File: src/rtl/mem_port_arbiter_if.sv
// mem_port_arbiter_if: bundle of every handshake signal around mem_port_arbiter.
//   Fetch side : inst_req/inst_addr in, inst_addr_ok/inst_data_ok/inst_rdata out
//   Data side  : data_req/data_wr/data_size/data_addr/data_wdata in,
//                data_addr_ok/data_data_ok/data_rdata out
//   Control    : flush in
//   Memory side: bus_req/bus_wr/bus_size/bus_addr/bus_wdata out,
//                bus_addr_ok/bus_data_ok/bus_rdata in
//   Status     : busy, owner_data, bus_err out
// Modports: slave = the arbiter itself, master = the requesters plus memory around it.
interface mem_port_arbiter_if #(
  parameter int unsigned ADDR_W = 32,
  parameter int unsigned DATA_W = 32
);
  logic              inst_req;
  logic [ADDR_W-1:0] inst_addr;
  logic              inst_addr_ok;
  logic              inst_data_ok;
  logic [DATA_W-1:0] inst_rdata;

  logic              data_req;
  logic              data_wr;
  logic [1:0]        data_size;
  logic [ADDR_W-1:0] data_addr;
  logic [DATA_W-1:0] data_wdata;
  logic              data_addr_ok;
  logic              data_data_ok;
  logic [DATA_W-1:0] data_rdata;

  logic              flush;

  logic              bus_req;
  logic              bus_wr;
  logic [1:0]        bus_size;
  logic [ADDR_W-1:0] bus_addr;
  logic [DATA_W-1:0] bus_wdata;
  logic              bus_addr_ok;
  logic              bus_data_ok;
  logic [DATA_W-1:0] bus_rdata;

  logic              busy;
  logic              owner_data;
  logic              bus_err;

  modport slave (
    input  inst_req, inst_addr,
    output inst_addr_ok, inst_data_ok, inst_rdata,
    input  data_req, data_wr, data_size, data_addr, data_wdata,
    output data_addr_ok, data_data_ok, data_rdata,
    input  flush,
    output bus_req, bus_wr, bus_size, bus_addr, bus_wdata,
    input  bus_addr_ok, bus_data_ok, bus_rdata,
    output busy, owner_data, bus_err
  );

  modport master (
    output inst_req, inst_addr,
    input  inst_addr_ok, inst_data_ok, inst_rdata,
    output data_req, data_wr, data_size, data_addr, data_wdata,
    input  data_addr_ok, data_data_ok, data_rdata,
    output flush,
    input  bus_req, bus_wr, bus_size, bus_addr, bus_wdata,
    output bus_addr_ok, bus_data_ok, bus_rdata,
    input  busy, owner_data, bus_err
  );
endinterface

File: src/rtl/mem_port_arbiter.sv
// mem_port_arbiter: shares one SRAM-like memory port between instruction fetch and
// load/store. One transaction in flight; data wins arbitration unless it has already
// taken MAX_DATA_STREAK grants in a row while a fetch waited. A flush during an
// outstanding fetch lets the bus transaction finish but hides its response.
//
// Ports:
//   clk  - rising-edge clock
//   rst  - synchronous active-low reset
//   port - mem_port_arbiter_if.slave: fetch/data requester handshakes, flush,
//          memory bus handshake, and busy/owner_data/bus_err status.
//
// Optional build macro MEM_ARB_TIMEOUT_EN: adds a watchdog that aborts a transaction
// after TIMEOUT_CYCLES cycles in ADDR/WAIT, pulsing bus_err and a zero-data response.
// Without it bus_err is tied 0 and the FSM waits indefinitely.
module mem_port_arbiter #(
  parameter int unsigned ADDR_W          = 32,
  parameter int unsigned DATA_W          = 32,
  parameter int unsigned MAX_DATA_STREAK = 2,
  parameter int unsigned TIMEOUT_CYCLES  = 255
) (
  input logic               clk,
  input logic               rst,
  mem_port_arbiter_if.slave port
);

  localparam int unsigned StreakW = (MAX_DATA_STREAK > 0) ? $clog2(MAX_DATA_STREAK + 1) : 1;

  typedef enum logic [1:0] {StIdle, StAddr, StWait} state_e;

  state_e              state_q, state_d;
  logic [StreakW-1:0]  streak_q, streak_d;
  logic                owner_data_q, owner_data_d;
  logic                wr_q, wr_d;
  logic [1:0]          size_q, size_d;
  logic [ADDR_W-1:0]   addr_q, addr_d;
  logic [DATA_W-1:0]   wdata_q, wdata_d;
  logic                drop_q, drop_d;

  logic grant_data;
  logic grant_inst;
  logic resp;
  logic inst_kill;
  logic timeout;

  // A response only counts while out of reset and actually waiting for one, so a
  // stale bus_data_ok after a mid-transaction reset is ignored.
  assign resp      = rst && (state_q == StWait) && port.bus_data_ok;
  // Flush in the response cycle itself also kills the fetch.
  assign inst_kill = drop_q || port.flush;

`ifdef MEM_ARB_TIMEOUT_EN
  localparam int unsigned CntW = (TIMEOUT_CYCLES > 0) ? $clog2(TIMEOUT_CYCLES + 1) : 1;

  logic [CntW-1:0] cnt_q, cnt_d;

  always_comb begin
    cnt_d = cnt_q + 1'b1;
    if (state_q == StIdle || state_d == StIdle) begin
      cnt_d = '0;
    end
  end

  always_ff @(posedge clk) begin
    if (!rst) begin
      cnt_q <= '0;
    end else begin
      cnt_q <= cnt_d;
    end
  end

  // A genuine response in the same cycle takes precedence over the abort.
  assign timeout = rst && (state_q != StIdle) && (cnt_q == CntW'(TIMEOUT_CYCLES)) && !resp;
`else
  logic unused_timeout_cfg;
  assign unused_timeout_cfg = ^TIMEOUT_CYCLES;
  assign timeout            = 1'b0;
`endif

  // State register.
  always_ff @(posedge clk) begin
    if (!rst) begin
      state_q <= StIdle;
    end else begin
      state_q <= state_d;
    end
  end

  // Arbitration and next state.
  always_comb begin
    grant_data = 1'b0;
    grant_inst = 1'b0;
    if (rst && state_q == StIdle) begin
      if (port.data_req && (!port.inst_req || streak_q < StreakW'(MAX_DATA_STREAK))) begin
        grant_data = 1'b1;
      end else if (port.inst_req && !port.flush) begin
        grant_inst = 1'b1;
      end
    end

    state_d = state_q;
    unique case (state_q)
      StIdle:  if (grant_data || grant_inst) state_d = StAddr;
      // Same-cycle data_ok here is not a response; it is taken in WAIT.
      StAddr:  if (port.bus_addr_ok) state_d = StWait;
      StWait:  if (port.bus_data_ok) state_d = StIdle;
      default: state_d = StIdle;
    endcase
    if (timeout) begin
      state_d = StIdle;
    end
  end

  // Outputs.
  always_comb begin
    port.inst_addr_ok = grant_inst;
    port.data_addr_ok = grant_data;
    port.bus_req      = rst && (state_q == StAddr) && !timeout;
    port.bus_wr       = wr_q;
    port.bus_size     = size_q;
    port.bus_addr     = addr_q;
    port.bus_wdata    = wdata_q;
    port.inst_data_ok = 1'b0;
    port.inst_rdata   = '0;
    port.data_data_ok = 1'b0;
    port.data_rdata   = '0;
    if (resp || timeout) begin
      if (owner_data_q) begin
        port.data_data_ok = 1'b1;
        port.data_rdata   = resp ? port.bus_rdata : '0;
      end else if (!inst_kill) begin
        port.inst_data_ok = 1'b1;
        port.inst_rdata   = resp ? port.bus_rdata : '0;
      end
    end
    port.busy       = (state_q != StIdle);
    port.owner_data = owner_data_q;
    port.bus_err    = timeout;
  end

  // Request latch, streak and drop next state.
  always_comb begin
    owner_data_d = owner_data_q;
    wr_d         = wr_q;
    size_d       = size_q;
    addr_d       = addr_q;
    wdata_d      = wdata_q;
    streak_d     = streak_q;

    if (grant_data) begin
      owner_data_d = 1'b1;
      wr_d         = port.data_wr;
      size_d       = port.data_size;
      addr_d       = port.data_addr;
      wdata_d      = port.data_wdata;
    end else if (grant_inst) begin
      owner_data_d = 1'b0;
      wr_d         = 1'b0;
      size_d       = 2'd2;
      addr_d       = port.inst_addr;
      wdata_d      = '0;
    end

    // Count data grants only while a fetch is being held off.
    if (grant_data && port.inst_req) begin
      streak_d = streak_q + 1'b1;
    end else if (grant_inst || !port.inst_req) begin
      streak_d = '0;
    end

    drop_d = drop_q;
    if (state_q != StIdle && !owner_data_q && port.flush) begin
      drop_d = 1'b1;
    end
    if (state_d == StIdle) begin
      drop_d = 1'b0;
    end
  end

  always_ff @(posedge clk) begin
    if (!rst) begin
      owner_data_q <= 1'b0;
      wr_q         <= 1'b0;
      size_q       <= 2'd0;
      addr_q       <= '0;
      wdata_q      <= '0;
      streak_q     <= '0;
      drop_q       <= 1'b0;
    end else begin
      owner_data_q <= owner_data_d;
      wr_q         <= wr_d;
      size_q       <= size_d;
      addr_q       <= addr_d;
      wdata_q      <= wdata_d;
      streak_q     <= streak_d;
      drop_q       <= drop_d;
    end
  end

endmodule
File: src/flat_wrapper.sv
// flat-port wrapper written by rule: the top's interface ports become plain ports
module mem_port_arbiter_flat 
#(
  parameter int unsigned ADDR_W          = 32,
  parameter int unsigned DATA_W          = 32,
  parameter int unsigned MAX_DATA_STREAK = 2,
  parameter int unsigned TIMEOUT_CYCLES  = 255
)
  (clk, rst, port_inst_req, port_inst_addr, port_inst_addr_ok, port_inst_data_ok, port_inst_rdata, port_data_req, port_data_wr, port_data_size, port_data_addr, port_data_wdata, port_data_addr_ok, port_data_data_ok, port_data_rdata, port_flush, port_bus_req, port_bus_wr, port_bus_size, port_bus_addr, port_bus_wdata, port_bus_addr_ok, port_bus_data_ok, port_bus_rdata, port_busy, port_owner_data, port_bus_err);
  mem_port_arbiter_if #(.ADDR_W(ADDR_W), .DATA_W(DATA_W)) port_i ();
  input logic clk;
  input logic rst;
  input wire logic [$bits(port_i.inst_req)-1:0] port_inst_req;
  input wire logic [$bits(port_i.inst_addr)-1:0] port_inst_addr;
  output wire logic [$bits(port_i.inst_addr_ok)-1:0] port_inst_addr_ok;
  output wire logic [$bits(port_i.inst_data_ok)-1:0] port_inst_data_ok;
  output wire logic [$bits(port_i.inst_rdata)-1:0] port_inst_rdata;
  input wire logic [$bits(port_i.data_req)-1:0] port_data_req;
  input wire logic [$bits(port_i.data_wr)-1:0] port_data_wr;
  input wire logic [$bits(port_i.data_size)-1:0] port_data_size;
  input wire logic [$bits(port_i.data_addr)-1:0] port_data_addr;
  input wire logic [$bits(port_i.data_wdata)-1:0] port_data_wdata;
  output wire logic [$bits(port_i.data_addr_ok)-1:0] port_data_addr_ok;
  output wire logic [$bits(port_i.data_data_ok)-1:0] port_data_data_ok;
  output wire logic [$bits(port_i.data_rdata)-1:0] port_data_rdata;
  input wire logic [$bits(port_i.flush)-1:0] port_flush;
  output wire logic [$bits(port_i.bus_req)-1:0] port_bus_req;
  output wire logic [$bits(port_i.bus_wr)-1:0] port_bus_wr;
  output wire logic [$bits(port_i.bus_size)-1:0] port_bus_size;
  output wire logic [$bits(port_i.bus_addr)-1:0] port_bus_addr;
  output wire logic [$bits(port_i.bus_wdata)-1:0] port_bus_wdata;
  input wire logic [$bits(port_i.bus_addr_ok)-1:0] port_bus_addr_ok;
  input wire logic [$bits(port_i.bus_data_ok)-1:0] port_bus_data_ok;
  input wire logic [$bits(port_i.bus_rdata)-1:0] port_bus_rdata;
  output wire logic [$bits(port_i.busy)-1:0] port_busy;
  output wire logic [$bits(port_i.owner_data)-1:0] port_owner_data;
  output wire logic [$bits(port_i.bus_err)-1:0] port_bus_err;
  assign port_i.inst_req = port_inst_req;
  assign port_i.inst_addr = port_inst_addr;
  assign port_inst_addr_ok = port_i.inst_addr_ok;
  assign port_inst_data_ok = port_i.inst_data_ok;
  assign port_inst_rdata = port_i.inst_rdata;
  assign port_i.data_req = port_data_req;
  assign port_i.data_wr = port_data_wr;
  assign port_i.data_size = port_data_size;
  assign port_i.data_addr = port_data_addr;
  assign port_i.data_wdata = port_data_wdata;
  assign port_data_addr_ok = port_i.data_addr_ok;
  assign port_data_data_ok = port_i.data_data_ok;
  assign port_data_rdata = port_i.data_rdata;
  assign port_i.flush = port_flush;
  assign port_bus_req = port_i.bus_req;
  assign port_bus_wr = port_i.bus_wr;
  assign port_bus_size = port_i.bus_size;
  assign port_bus_addr = port_i.bus_addr;
  assign port_bus_wdata = port_i.bus_wdata;
  assign port_i.bus_addr_ok = port_bus_addr_ok;
  assign port_i.bus_data_ok = port_bus_data_ok;
  assign port_i.bus_rdata = port_bus_rdata;
  assign port_busy = port_i.busy;
  assign port_owner_data = port_i.owner_data;
  assign port_bus_err = port_i.bus_err;
  mem_port_arbiter #(.ADDR_W(ADDR_W), .DATA_W(DATA_W), .MAX_DATA_STREAK(MAX_DATA_STREAK), .TIMEOUT_CYCLES(TIMEOUT_CYCLES)) u_core (.clk(clk), .rst(rst), .port(port_i));
endmodule
File: config.mk
export PLATFORM = sky130hd
export DESIGN_NAME = mem_port_arbiter_flat
export DESIGN_NICKNAME = d
export VERILOG_FILES = /design/src/rtl/mem_port_arbiter_if.sv /design/src/rtl/mem_port_arbiter.sv /design/src/flat_wrapper.sv
export SDC_FILE = /design/constraint.sdc
export NUM_CORES = 1
export LEC_CHECK = 0
export ABC_AREA = 1
export BUFFER_PORTS_ARGS = -buffer_cell sky130_fd_sc_hd__buf_2
export CORE_MARGIN = 3
export CORE_UTILIZATION = 30
export DETAILED_ROUTE_END_ITERATION = 10
export HOLD_SLACK_MARGIN = 0.12
export PLACE_DENSITY = 0.74
export RECOVER_POWER = 100
export SLEW_MARGIN = 0
export SYNTH_ARGS = -nofsm -noshare
export SYNTH_HDL_FRONTEND = slang
export SYNTH_SLANG_ARGS = --single-unit
File: constraint.sdc
create_clock -name clk -period 1.5 [get_ports clk]
set_clock_uncertainty 0.15 [all_clocks]
set_input_delay 0.225 -clock clk [delete_from_list [all_inputs] [get_ports clk]]
set_output_delay 0.225 -clock clk [all_outputs]
set_load 0.02 [all_outputs]
==> key figures <==
Run status
  • Outcome: finished, violations left
  • Failing checks: setup timing

Drt
  • Routed wl met2: ~13000 um
  • Detailed Routing Iterations Pass 1: 5
  • Max Used Layer: met5
  • Vias per std cell: around 5.6
  • DR DRC count: 0
  • WL per Instance: ~24 um
  • Via count: about 6300
  • Final WL: around 28000 um
  • WL met1: approximately 8700 um
  • Routed Antenna Nets: 0
  • Metal3 WL: ~3200 um
  • DRT iter0 DRCs: just under 600

Placed design
  • DPL Wire Length: ~10000 um
  • Placer Congestion: 0.839
  • Placed cell count: approximately 950
  • Port bufs: roughly 280
  • Area after DPL: approximately 0.0057 mm^2

Synth
  • Post-synth top area share: 0.419
  • Yosys cell types: 25
  • Most common library cells after synthesis: nand2_1, nor2_1, dfxtp_1, inv_1, nand3_1
  • Mean Syn Cell Area: about 6.4 um^2
  • Number of flops mapped to enable cells by yosys: 0
  • Cell area after synthesis: between 0.003 and 0.004 mm^2
  • Syn nets: around 700
  • Yosys warning count: 0
  • Post-synth top area cell: dfxtp_1
  • FF+latch count, synth: 73
  • Mapped Cells: about 550
  • Fraction of registers with async set/reset: 0
  • Dominant cells by area after synthesis: dfxtp_1, nand2_1, nor2_1
  • Most frequent cell after synthesis: nand2_1
  • Dominant synthesized flop cell: dfxtp_1
  • Seq/Total Area, Yosys: 0.419

Setup path
  • CP endpoint kind: flip-flop
  • Startpoint Class: flip-flop
  • CP max FO: 8
  • CP required: 1590 ps
  • Crit Path Class: reg2reg
  • CP arrival: 2190 ps
  • Reg2Reg Depth: 11

Power and ir drop
  • Design Power: approximately 0.007 W
  • Worst vdd ir: ~640 uV
  • Power density cells: 772 mW/mm^2
  • Leakage power: about 4.1 nW

Timing
  • Fin. Hold Viols: 0
  • Slew at the pin closest to its max-slew limit: 848 ps
  • Final WS setup: -600 ps
  • RSZ-0062 raised after global routing: true
  • Final period utilization: 1.40
  • Max-slew violations: 0
  • Final setup fails: 145
  • Slew margin rel.: 0.435
  • Maximum clock rate: between 400 and 500 MHz
  • Minimum clock period: between 2000 and 2500 ps

Clocking
  • Root Driver: clkbuf_16
  • Sink Count: 73
  • Worst-Skew Late Latency: 340 ps
  • H-tree levels: 3
  • TritonCTS clock tree: built
  • Clock transition at path regs: around 60 ps
  • CTS max path bufs: 2
  • TritonCTS Buffers: 9

GRT
  • Initial antenna violation count: 3
  • GRT Util Overall: 0.360
  • Largest net degree at the start of global routing: 36
  • Number of global-route vias before repair: roughly 6500
  • Overflow after GRT: 0
  • First-pass GRT wire length: around 36000 um

Finish
  • Share of post-route cells with drive strength above 1: 0.536
  • Non-Filler Instances: ~1100
  • Final Instance Area: 0.00934 mm^2
  • Area grow syn2layout: 168%
  • Final net count: around 1100
  • Fillers: approximately 520
  • Fin util: 0.843

Die
  • Initial Util: 0.315
  • Die H: between 100 and 150 um
  • Ports: roughly 280
  • Die area: 0.0129 mm^2
  • Die X: roughly 110 um
  • Core Area: 0.0111 mm^2
  • # rows: 38

Min path
  • Hold depth: 4
  • Min-delay worst type: in2reg

Job
  • Max-Cap Viols: 0
==> placed cells by master, fill, tap and decap left out, types with 2 or more instances in the layout <==
master         count
buf_2            137
dlygate4sd3_1    102
nand2_1           90
buf_6             86
nor2_4            70
dfxtp_1           70
clkbuf_1          66
nor2_1            58
inv_1             34
nand2_2           33
nand3_2           27
buf_12            27
buf_16            23
a21oi_2           21
o21ai_2           19
buf_4             16
a21oi_1           14
nand2_4           13
o21ai_1           12
nor2_2            11
clkbuf_16         11
buf_8              7
nand3_1            6
nand3_4            6
inv_2              5
clkinv_4           3
clkbuf_2           3
nand4_1            2
inv_6              2
nand2_8            2
o21ai_4            2
bufinv_16          2
dfxtp_2            2
==> layer usage <==
layer,global-route usage,up-vias
li1,-,2596
met1,0.361,2867
met2,0.638,570
met3,0.0881,281
met4,0.275,6
met5,0,-
==> per-stage QoR <==
step	TNS, ps	hold slack, ps	setup WS (ps)
6_report	-60900	191	-600
4_1_cts	-48410	131	-437
3_3_place_gp	-7510	309	-101
2_1_floorplan	-2390	196	-71.0
3_5_place_dp	-10830	318	-141
5_1_grt	-69470	210	-836
==> layout make-up <==
type / instances / area (um^2) / area share
Timing Repair Buffer: 468 / 4380 / 0.469
Multi-Input combinational cell: 394 / 2800 / 0.300
Sequential cell: 73 / 1470 / 0.157
Clock buffer: 10 / 229 / 0.0245
Inverter: 43 / 186 / 0.0200
Tap cell: 140 / 175 / 0.0188
Clock inverter: 6 / 91.3 / 0.00978
Antenna cell: 1 / 2.50 / 0.000268
==> where the power goes <==
| part | switching [W] | leakage (nW) | internal (W) |
|---|---|---|---|
| clock network | 0.000888 | 0.157 | 0.00147 |
| logic | 0.00141 | 3.38 | 0.00121 |
| registers | 0.000137 | 0.599 | 0.00210 |
==> logic make-up (layout without fill, tap and decap cells) <==
logic type / after synthesis / in the layout / share of synthesized area
and+or+nand+nor: 320 / 320 / 0.368
buffers and inverters: 80 / 527 / 0.105
AOI/OAI and AO/OA: 73 / 73 / 0.107
other: 1 / 2 / 0.00108
DFF: 73 / 73 / 0.419
==> flip-flops by register name, summed over array words and instances (netlist names) <==
| name | cells |
|---|---|
| u_core.port.bus_wr | 1 |
| u_core.port.bus_wdata | 32 |
| u_core.drop_q | 1 |
| u_core.port.bus_size | 2 |
| u_core.state_q | 2 |
| u_core.port.bus_addr | 32 |
| u_core.port.owner_data | 1 |
| u_core.streak_q | 2 |
==> timing repair <==
action	CTS	global route
cloned	25	2
pin swaps	55	54
gates resized for setup	301	103
endpoints found under the setup margin	138	142
hold buffers	102	0
buffers inserted	31	12
hold endpoints to repair	70	0
==> final timing paths <==
path	from	to	slack, ps
max reg2reg	u_core.state_q[0]$_SDFF_PN0_	u_core.port.bus_addr[26]$_SDFFE_PN0P_	-600
max	u_core.state_q[0]$_SDFF_PN0_	u_core.port.bus_addr[26]$_SDFFE_PN0P_	-600
min	port_inst_req	u_core.streak_q[0]$_SDFFE_PN0P_	190
min reg2reg	u_core.port.bus_wdata[31]$_SDFFE_PN0P_	u_core.port.bus_wdata[31]$_SDFFE_PN0P_	320
==> critical path, stage by stage (launching register included) <==
cell	delay (ps)
dfxtp_2	330
buf_4	140
buf_12	120
nor2_4	140
buf_6	140
nand4_4	100
buf_12	180
nand2_8	140
buf_12	140
buf_16	130
o21ai_2	70
nor2_1	230
Power figures use the tool's default switching activity.
